--- src/rtl/error_report_parser_pkg.sv ---
// Shared constants, parser state encoding and field-size helper for the error-report parser.
package error_report_pkg;

    localparam logic [7:0] CHAR_E  = 8'h45;
    localparam logic [7:0] CHAR_L  = 8'h4C;
    localparam logic [7:0] CHAR_SP = 8'h20;
    localparam logic [7:0] CHAR_CR = 8'h0D;
    localparam logic [7:0] CHAR_LF = 8'h0A;

    typedef enum logic [2:0] {
        ST_IDLE,
        ST_L_CR,
        ST_L_LF,
        ST_E_SP,
        ST_FIELD,
        ST_E_CR,
        ST_E_LF,
        ST_HOLD
    } parser_state_e;

    // Number of hex digits needed to carry a field of the given bit width.
    function automatic int unsigned hex_digits(input int unsigned width);
        return (width + 3) / 4;
    endfunction

endpackage

--- src/rtl/error_report_parser_hex_char_decode.sv ---
// Combinational ASCII hex digit decoder: 0-9, A-F, a-f map to a nibble with is_hex_o set.
module hex_char_decode (
    input  logic [7:0] char_i,
    output logic [3:0] nibble_o,
    output logic       is_hex_o
);

    always_comb begin
        // NOTE: every output gets a default before the branches so no latch is inferred.
        nibble_o = 4'h0;
        is_hex_o = 1'b0;
        if (char_i >= 8'h30 && char_i <= 8'h39) begin
            nibble_o = char_i[3:0];
            is_hex_o = 1'b1;
        end else if ((char_i >= 8'h41 && char_i <= 8'h46) ||
                     (char_i >= 8'h61 && char_i <= 8'h66)) begin
            nibble_o = char_i[3:0] + 4'd9;
            is_hex_o = 1'b1;
        end
    end

endmodule

--- src/rtl/error_report_parser.sv ---
// Decodes ASCII "L" and "E" report frames from a byte stream into loop pulses and error records.
// Defining ERROR_REPORT_PARSER_COUNTERS_EN adds saturating error_count/loop_count outputs.
module error_report_parser
    import error_report_pkg::*;
#(
    parameter int ADDR_WIDTH  = 10,
    parameter int DATA_WIDTH  = 1,
    parameter int STATE_WIDTH = 2
) (
    input  logic                   clk,
    input  logic                   rst_n,
    input  logic [7:0]             rx_data,
    input  logic                   rx_data_valid,
    output logic                   rx_data_ready,
    output logic                   report_valid,
    input  logic                   report_ready,
    output logic [STATE_WIDTH-1:0] error_state,
    output logic [ADDR_WIDTH-1:0]  error_address,
    output logic [DATA_WIDTH-1:0]  expected_data,
    output logic [DATA_WIDTH-1:0]  actual_data,
`ifdef ERROR_REPORT_PARSER_COUNTERS_EN
    output logic [15:0]            error_count,
    output logic [15:0]            loop_count,
`endif
    output logic                   loop_complete,
    output logic                   framing_error
);

    localparam logic [3:0] STATE_LAST = 4'(hex_digits(STATE_WIDTH) - 1);
    localparam logic [3:0] ADDR_LAST  = 4'(hex_digits(ADDR_WIDTH) - 1);
    localparam logic [3:0] DATA_LAST  = 4'(hex_digits(DATA_WIDTH) - 1);

    parser_state_e          state_q, state_d;
    logic [1:0]             field_idx_q, field_idx_d;
    logic [3:0]             digit_cnt_q, digit_cnt_d;
    logic [STATE_WIDTH-1:0] st_sh_q, st_sh_d, st_out_q;
    logic [ADDR_WIDTH-1:0]  ad_sh_q, ad_sh_d, ad_out_q;
    logic [DATA_WIDTH-1:0]  ex_sh_q, ex_sh_d, ex_out_q;
    logic [DATA_WIDTH-1:0]  ac_sh_q, ac_sh_d, ac_out_q;
    logic                   loop_q, loop_d, ferr_q, ferr_d;
    logic                   commit, bad_byte, rx_fire, is_hex;
    logic [3:0]             nibble, field_last;

    // Shifting a whole digit in and keeping only the low bits truncates oversize values.
    logic [STATE_WIDTH+3:0] st_wide;
    logic [ADDR_WIDTH+3:0]  ad_wide;
    logic [DATA_WIDTH+3:0]  ex_wide, ac_wide;
    logic                   unused_wide;

    hex_char_decode u_hex (
        .char_i   (rx_data),
        .nibble_o (nibble),
        .is_hex_o (is_hex)
    );

    assign st_wide     = {st_sh_q, nibble};
    assign ad_wide     = {ad_sh_q, nibble};
    assign ex_wide     = {ex_sh_q, nibble};
    assign ac_wide     = {ac_sh_q, nibble};
    assign unused_wide = ^{st_wide[STATE_WIDTH+3:STATE_WIDTH], ad_wide[ADDR_WIDTH+3:ADDR_WIDTH],
                           ex_wide[DATA_WIDTH+3:DATA_WIDTH], ac_wide[DATA_WIDTH+3:DATA_WIDTH]};

    assign rx_data_ready = (state_q != ST_HOLD);
    assign rx_fire       = rx_data_valid && rx_data_ready;

    always_comb begin
        case (field_idx_q)
            2'd0:    field_last = STATE_LAST;
            2'd1:    field_last = ADDR_LAST;
            default: field_last = DATA_LAST;
        endcase
    end

    always_comb begin
        state_d     = state_q;
        field_idx_d = field_idx_q;
        digit_cnt_d = digit_cnt_q;
        st_sh_d     = st_sh_q;
        ad_sh_d     = ad_sh_q;
        ex_sh_d     = ex_sh_q;
        ac_sh_d     = ac_sh_q;
        loop_d      = 1'b0;
        ferr_d      = 1'b0;
        commit      = 1'b0;
        bad_byte    = 1'b0;

        if (rx_fire) begin
            case (state_q)
                ST_IDLE: begin
                    if (rx_data == CHAR_E) begin
                        state_d     = ST_E_SP;
                        field_idx_d = 2'd0;
                        digit_cnt_d = 4'd0;
                    end else if (rx_data == CHAR_L) begin
                        state_d = ST_L_CR;
                    end
                end
                ST_L_CR: if (rx_data == CHAR_CR) state_d = ST_L_LF; else bad_byte = 1'b1;
                ST_L_LF: begin
                    if (rx_data == CHAR_LF) begin
                        loop_d  = 1'b1;
                        state_d = ST_IDLE;
                    end else begin
                        bad_byte = 1'b1;
                    end
                end
                ST_E_SP: if (rx_data == CHAR_SP) state_d = ST_FIELD; else bad_byte = 1'b1;
                ST_FIELD: begin
                    if (is_hex) begin
                        case (field_idx_q)
                            2'd0:    st_sh_d = st_wide[STATE_WIDTH-1:0];
                            2'd1:    ad_sh_d = ad_wide[ADDR_WIDTH-1:0];
                            2'd2:    ex_sh_d = ex_wide[DATA_WIDTH-1:0];
                            default: ac_sh_d = ac_wide[DATA_WIDTH-1:0];
                        endcase
                        if (digit_cnt_q == field_last) begin
                            digit_cnt_d = 4'd0;
                            if (field_idx_q == 2'd3) begin
                                state_d = ST_E_CR;
                            end else begin
                                field_idx_d = field_idx_q + 2'd1;
                                state_d     = ST_E_SP;
                            end
                        end else begin
                            digit_cnt_d = digit_cnt_q + 4'd1;
                        end
                    end else begin
                        bad_byte = 1'b1;
                    end
                end
                ST_E_CR: if (rx_data == CHAR_CR) state_d = ST_E_LF; else bad_byte = 1'b1;
                ST_E_LF: begin
                    if (rx_data == CHAR_LF) begin
                        commit  = 1'b1;
                        state_d = ST_HOLD;
                    end else begin
                        bad_byte = 1'b1;
                    end
                end
                default: ;
            endcase

            // The offending byte is consumed; a frame-start character opens a new frame at once.
            if (bad_byte) begin
                ferr_d      = 1'b1;
                state_d     = ST_IDLE;
                field_idx_d = 2'd0;
                digit_cnt_d = 4'd0;
                if (rx_data == CHAR_E)      state_d = ST_E_SP;
                else if (rx_data == CHAR_L) state_d = ST_L_CR;
            end
        end

        if (state_q == ST_HOLD && report_ready) state_d = ST_IDLE;
    end

    // NOTE: sequential state uses non-blocking assignments so every register samples pre-edge values.
    always_ff @(posedge clk or negedge rst_n) begin
        if (!rst_n) begin
            state_q     <= ST_IDLE;
            field_idx_q <= 2'd0;
            digit_cnt_q <= 4'd0;
            st_sh_q     <= '0;
            ad_sh_q     <= '0;
            ex_sh_q     <= '0;
            ac_sh_q     <= '0;
            st_out_q    <= '0;
            ad_out_q    <= '0;
            ex_out_q    <= '0;
            ac_out_q    <= '0;
            loop_q      <= 1'b0;
            ferr_q      <= 1'b0;
        end else begin
            state_q     <= state_d;
            field_idx_q <= field_idx_d;
            digit_cnt_q <= digit_cnt_d;
            st_sh_q     <= st_sh_d;
            ad_sh_q     <= ad_sh_d;
            ex_sh_q     <= ex_sh_d;
            ac_sh_q     <= ac_sh_d;
            loop_q      <= loop_d;
            ferr_q      <= ferr_d;
            if (commit) begin
                st_out_q <= st_sh_d;
                ad_out_q <= ad_sh_d;
                ex_out_q <= ex_sh_d;
                ac_out_q <= ac_sh_d;
            end
        end
    end

`ifdef ERROR_REPORT_PARSER_COUNTERS_EN
    logic [15:0] err_cnt_q, loop_cnt_q;

    always_ff @(posedge clk or negedge rst_n) begin
        if (!rst_n) begin
            err_cnt_q  <= 16'd0;
            loop_cnt_q <= 16'd0;
        end else begin
            if (commit && err_cnt_q != 16'hFFFF)  err_cnt_q  <= err_cnt_q + 16'd1;
            if (loop_d && loop_cnt_q != 16'hFFFF) loop_cnt_q <= loop_cnt_q + 16'd1;
        end
    end

    assign error_count = err_cnt_q;
    assign loop_count  = loop_cnt_q;
`endif

    assign report_valid  = (state_q == ST_HOLD);
    assign error_state   = st_out_q;
    assign error_address = ad_out_q;
    assign expected_data = ex_out_q;
    assign actual_data   = ac_out_q;
    assign loop_complete = loop_q;
    assign framing_error = ferr_q;

endmodule

--- config.mk ---
export PLATFORM = sky130hd
export DESIGN_NAME = error_report_parser
export DESIGN_NICKNAME = d
export VERILOG_FILES = /design/src/rtl/error_report_parser_pkg.sv /design/src/rtl/error_report_parser_hex_char_decode.sv /design/src/rtl/error_report_parser.sv
export SDC_FILE = /design/constraint.sdc
export NUM_CORES = 1
export LEC_CHECK = 0
export ABC_AREA = 1
export CORE_MARGIN = 3
export CORE_UTILIZATION = 40
export CTS_CLUSTER_DIAMETER = 120
export CTS_CLUSTER_SIZE = 25
export DETAILED_ROUTE_END_ITERATION = 12
export PLACE_DENSITY = 0.66
export SETUP_SLACK_MARGIN = 0.15
export SYNTH_ARGS = -nofsm -noshare
export SYNTH_HDL_FRONTEND = slang
export SYNTH_SLANG_ARGS = --single-unit
export TNS_END_PERCENT = 20
--- constraint.sdc ---
create_clock -name clk -period 1.68 [get_ports clk]
set_input_delay 0.336 -clock clk [delete_from_list [all_inputs] [get_ports clk]]
set_output_delay 0.336 -clock clk [all_outputs]
set_load 0.005 [all_outputs]
==> results summary <==
The register bit total from synthesis is 39. The cell-internal power came out at approximately 0.0021 W. The worst endpoint required time came out at between 1.5 and 2 ns. The detailed-route DRC error count is 0. Global routing finished with a remaining overflow of 0. The class of the worst hold path is input port to asynchronous set/reset pin. Detailed routing inserted a total of between 2000 and 2500 vias.

The number of library cell types mapped by synthesis came out at 36. The power consumption came out at 0.00345 W. The starting utilization of the core area is 0.430.

TritonCTS built the clock tree. STA classifies the critical path endpoint as a flop. Of the total power, the share spent switching nets is 0.392. The post-synthesis average cell area is around 7.8 um^2. The achievable frequency is 597 MHz. The final wirelength came out at around 5.9 mm. The worst path arrival time came out at approximately 1.9 ns. The classification of the worst setup path is flop to flop. The count of fill cells added during filler insertion is roughly 460. The relative max-transition margin came out at 0.667. The proportion of layout cells with a drive suffix above 1 came out at 0.346. The critical path starts at state_q[0]. In this run the critical register-to-register path is captured at state_q[0].

CTS placed an instance of clkbuf_8 at the clock tree root. The most numerous cell in the Yosys netlist is nand2_1. The minimum period implied by the final worst setup slack is around 1.7 ns.

In this run the static leakage power is about 1.8 nW. The number of enable-type register cells in the synthesized netlist came out at 0. The number of sinks on the clock net came out at 39. The floorplan has 26 rows. The most used flip-flop cell after synthesis is dfrtp_1. The final number of max-transition violations came out at 0. The region available for standard cell placement spans 5300 um^2. The setup slack of the worst register-to-register path came out at 0.005 ns. The die footprint is between 6000 and 7000 um^2. Setup repair after global routing could not meet its margin everywhere. The post-CTS clock slew at the launch and capture registers of the worst setup and hold paths came out at around 0.07 ns. At the end of routability-driven placement, the weighted congestion stood at roughly 0.86.

The net total in the final layout is 386. The number of instances in the synthesized netlist came out at about 290. The die height is between 80 and 90 um.

Counting flops with an async set or reset pin after synthesis yields a share of 1.00. The critical path capture point is state_q[0]. The post-placement setup slack is -0.668 ns.

Ranked by total cell area, the synthesized netlist is headed by dfrtp_1 (43%), nand2_1 (17%), ha_1 (6.0%). The total number of H-tree levels is 2. The synthesized area is between 2000 and 2500 um^2. The clock latency at the later pin of the worst-skew pair came out at a little under 0.3 ns. The final setup slack of the worst path is 0.00495 ns. Of all nets on the critical path, the largest fanout is 6. Sorting the synthesized cells by how often they occur yields nand2_1 (106), dfrtp_1 (39), inv_1 (26). The number of port buffers came out at 29. The antenna diode count came out at 0. The worst-case vdd ir drop came out at 0.000951 V. The total setup violations reported at the end of the flow came out at 0. The total nets after synthesis is 316. The warning count from the yosys run is 0.

The via density per instance is 4.95. Entering global routing, the biggest net connects 40 pins. The number of DRC markers after the initial detailed-route iteration is ~140. The horizontal die dimension is around 81 um.

Of the synthesized area, sequential elements account for 0.428. The flow ran to the end, and the final reports show no timing, DRC or antenna violations. The longest clock path from root to sink contains 2 buffers. The worst-margin pin slew is 0.499 ns. The multi-input logic area came out at approximately 1400 um^2. The number of search-and-repair iterations in the first detailed-routing pass is 4. The combinational power share came out at 0.506.

Of the total power, the clock network draws 0.181. The initial antenna violation count is 0. The start of the worst register-to-register path is state_q[0]. The number of max-cap violations is 0.

The cell accounting for the most synthesized area is dfrtp_1. 30 I/O pins were placed. The hold-fix buffer count after cts is 0. The post-DP HPWL is 3.98 mm. The sequential cell area came out at 980 um^2. The hold violation total from the final report was 0.

The setup clock skew after layout is 0.00605 ns. The post-layout utilization of the core came out at 0.626. The number of clock buffers inserted by TritonCTS is 5. The path depth of the worst reg2reg path came out at 11. The number of routed nets with antenna violations is 0.

The area added between synthesis and finish came out at 45.7%. The via count of the first global-routing pass is between 2000 and 2500. The first global-routing pass estimated roughly 9.8 mm of wire. The routed length per instance came out at 13.6 um. Dividing total power by cell area gives a power density of roughly 1000 nW/um^2. STA classifies the critical path startpoint as a flop. Of the total power, registers draw 0.313. The part of the cycle the worst path needs came out at 0.997. The total routing usage reported by global routing came out at 0.192. The share of synthesized area in the top cell type comes to 0.428. The switching component of the power came out at around 0.0014 W.
timing repair:
item | 4_1_cts | 5_1_grt
gates resized for setup | 44 | 61
cloned | 1 | 0
endpoints found under the hold margin | 0 | 0
buffers inserted | 5 | 9
pin swaps | 11 | 25
endpoints found under the setup margin | 41 | 41
critical path, stage by stage, from the launching register on:
cell and delay, ns:
dfrtp_2 0.43, buf_6 0.14, nand2_4 0.07, o21bai_4 0.12
buf_4 0.12, buf_4 0.10, nand3_1 0.08, nor2_1 0.20
nor2_1 0.08, nor2_1 0.14, nand2_1 0.08, nand2_1 0.05
cells in the final DEF (no fill, tap or decap), drive strengths merged, types with 2 or more instances in the layout:
cell           Yosys  layout
clkbuf             1      10
dlygate4sd2        0       4
nand3b             3       3
nor3               7       7
xor2               4       4
clkdlybuf4s50      0      11
inv               35      35
nor2              22      22
a21oi              2       2
clkinv             1       2
nand4              3       3
dlymetal6s2s       0       7
nand2            111     111
buf                4      41
dfrtp             39      39
nand3             22      23
o21ai             19      19
ha                11      11
metal layers:
layer,share of wire,track usage,vias up
li1,-,-,1077
met1,0.43,0.237,1003
met2,0.50,0.331,57
met3,0.051,0.0482,11
met4,0.015,0.0541,0
met5,0,0,-
power groups by stage:
stage / combinational [W] / sequential (W) / clock [W]
2_1_floorplan: 0.000729 / 0.00107 / 0
3_3_place_gp: 0.00109 / 0.00110 / 0
4_1_cts: 0.00126 / 0.00107 / 0.000641
3_5_place_dp: 0.00111 / 0.00110 / 0
5_1_grt: 0.00189 / 0.00109 / 0.000680
6_report: 0.00175 / 0.00108 / 0.000625
cell type report:
cell class | instances | share of cell area
clock buffer | 6 | 0.0219
clock inverter | 2 | 0.00377
inverter | 36 | 0.0452
multi-input combinational | 214 | 0.429
timing repair buffer | 67 | 0.179
sequential | 39 | 0.295
tap | 70 | 0.0264
per-stage QoR:
step                hold slack [ns]  cell area (um^2)  cells  TNS, ns
finish                       0.0898              3320    434        0
global route                  0.135              3320    434   -0.239
CTS                           0.111              3060    425  -0.0739
detailed placement            0.426              2830    411   -20.71
global placement              0.421              2830    411   -17.44
floorplan                    0.0404              2300    293        0
worst min path at each step:
stage / to / slack [ns] / cells after the start
3_5_place_dp: error_address[2] / 0.43 / 2
6_report: error_address[2] / 0.09 / 2
2_1_floorplan: ac_sh_q / 0.04 / 0
5_1_grt: error_address[7] / 0.13 / 2
3_3_place_gp: error_address[2] / 0.42 / 2
4_1_cts: ad_sh_q[4] / 0.11 / 2
state kept, by name (all words and copies together), names as in the netlist:
signal / flops
ac_sh_q: 1
actual_data: 1
ad_sh_q: 10
digit_cnt_q: 4
error_address: 10
error_state: 2
ex_sh_q: 1
expected_data: 1
field_idx_q: 2
framing_error: 1
loop_complete: 1
st_sh_q: 2
state_q: 3
cells by family (layout without fill, tap and decap cells):
kind of cell / Yosys count / in the layout / synth area share
fa+ha+maj: 11 / 11 / 0.0604
compound gates: 26 / 26 / 0.0697
simple gates: 170 / 171 / 0.343
buf+inv: 41 / 111 / 0.0752
flops: 39 / 39 / 0.428
mux: 1 / 1 / 0.00439
xor+xnor: 5 / 5 / 0.0192
(Power assumes the default switching activity.)
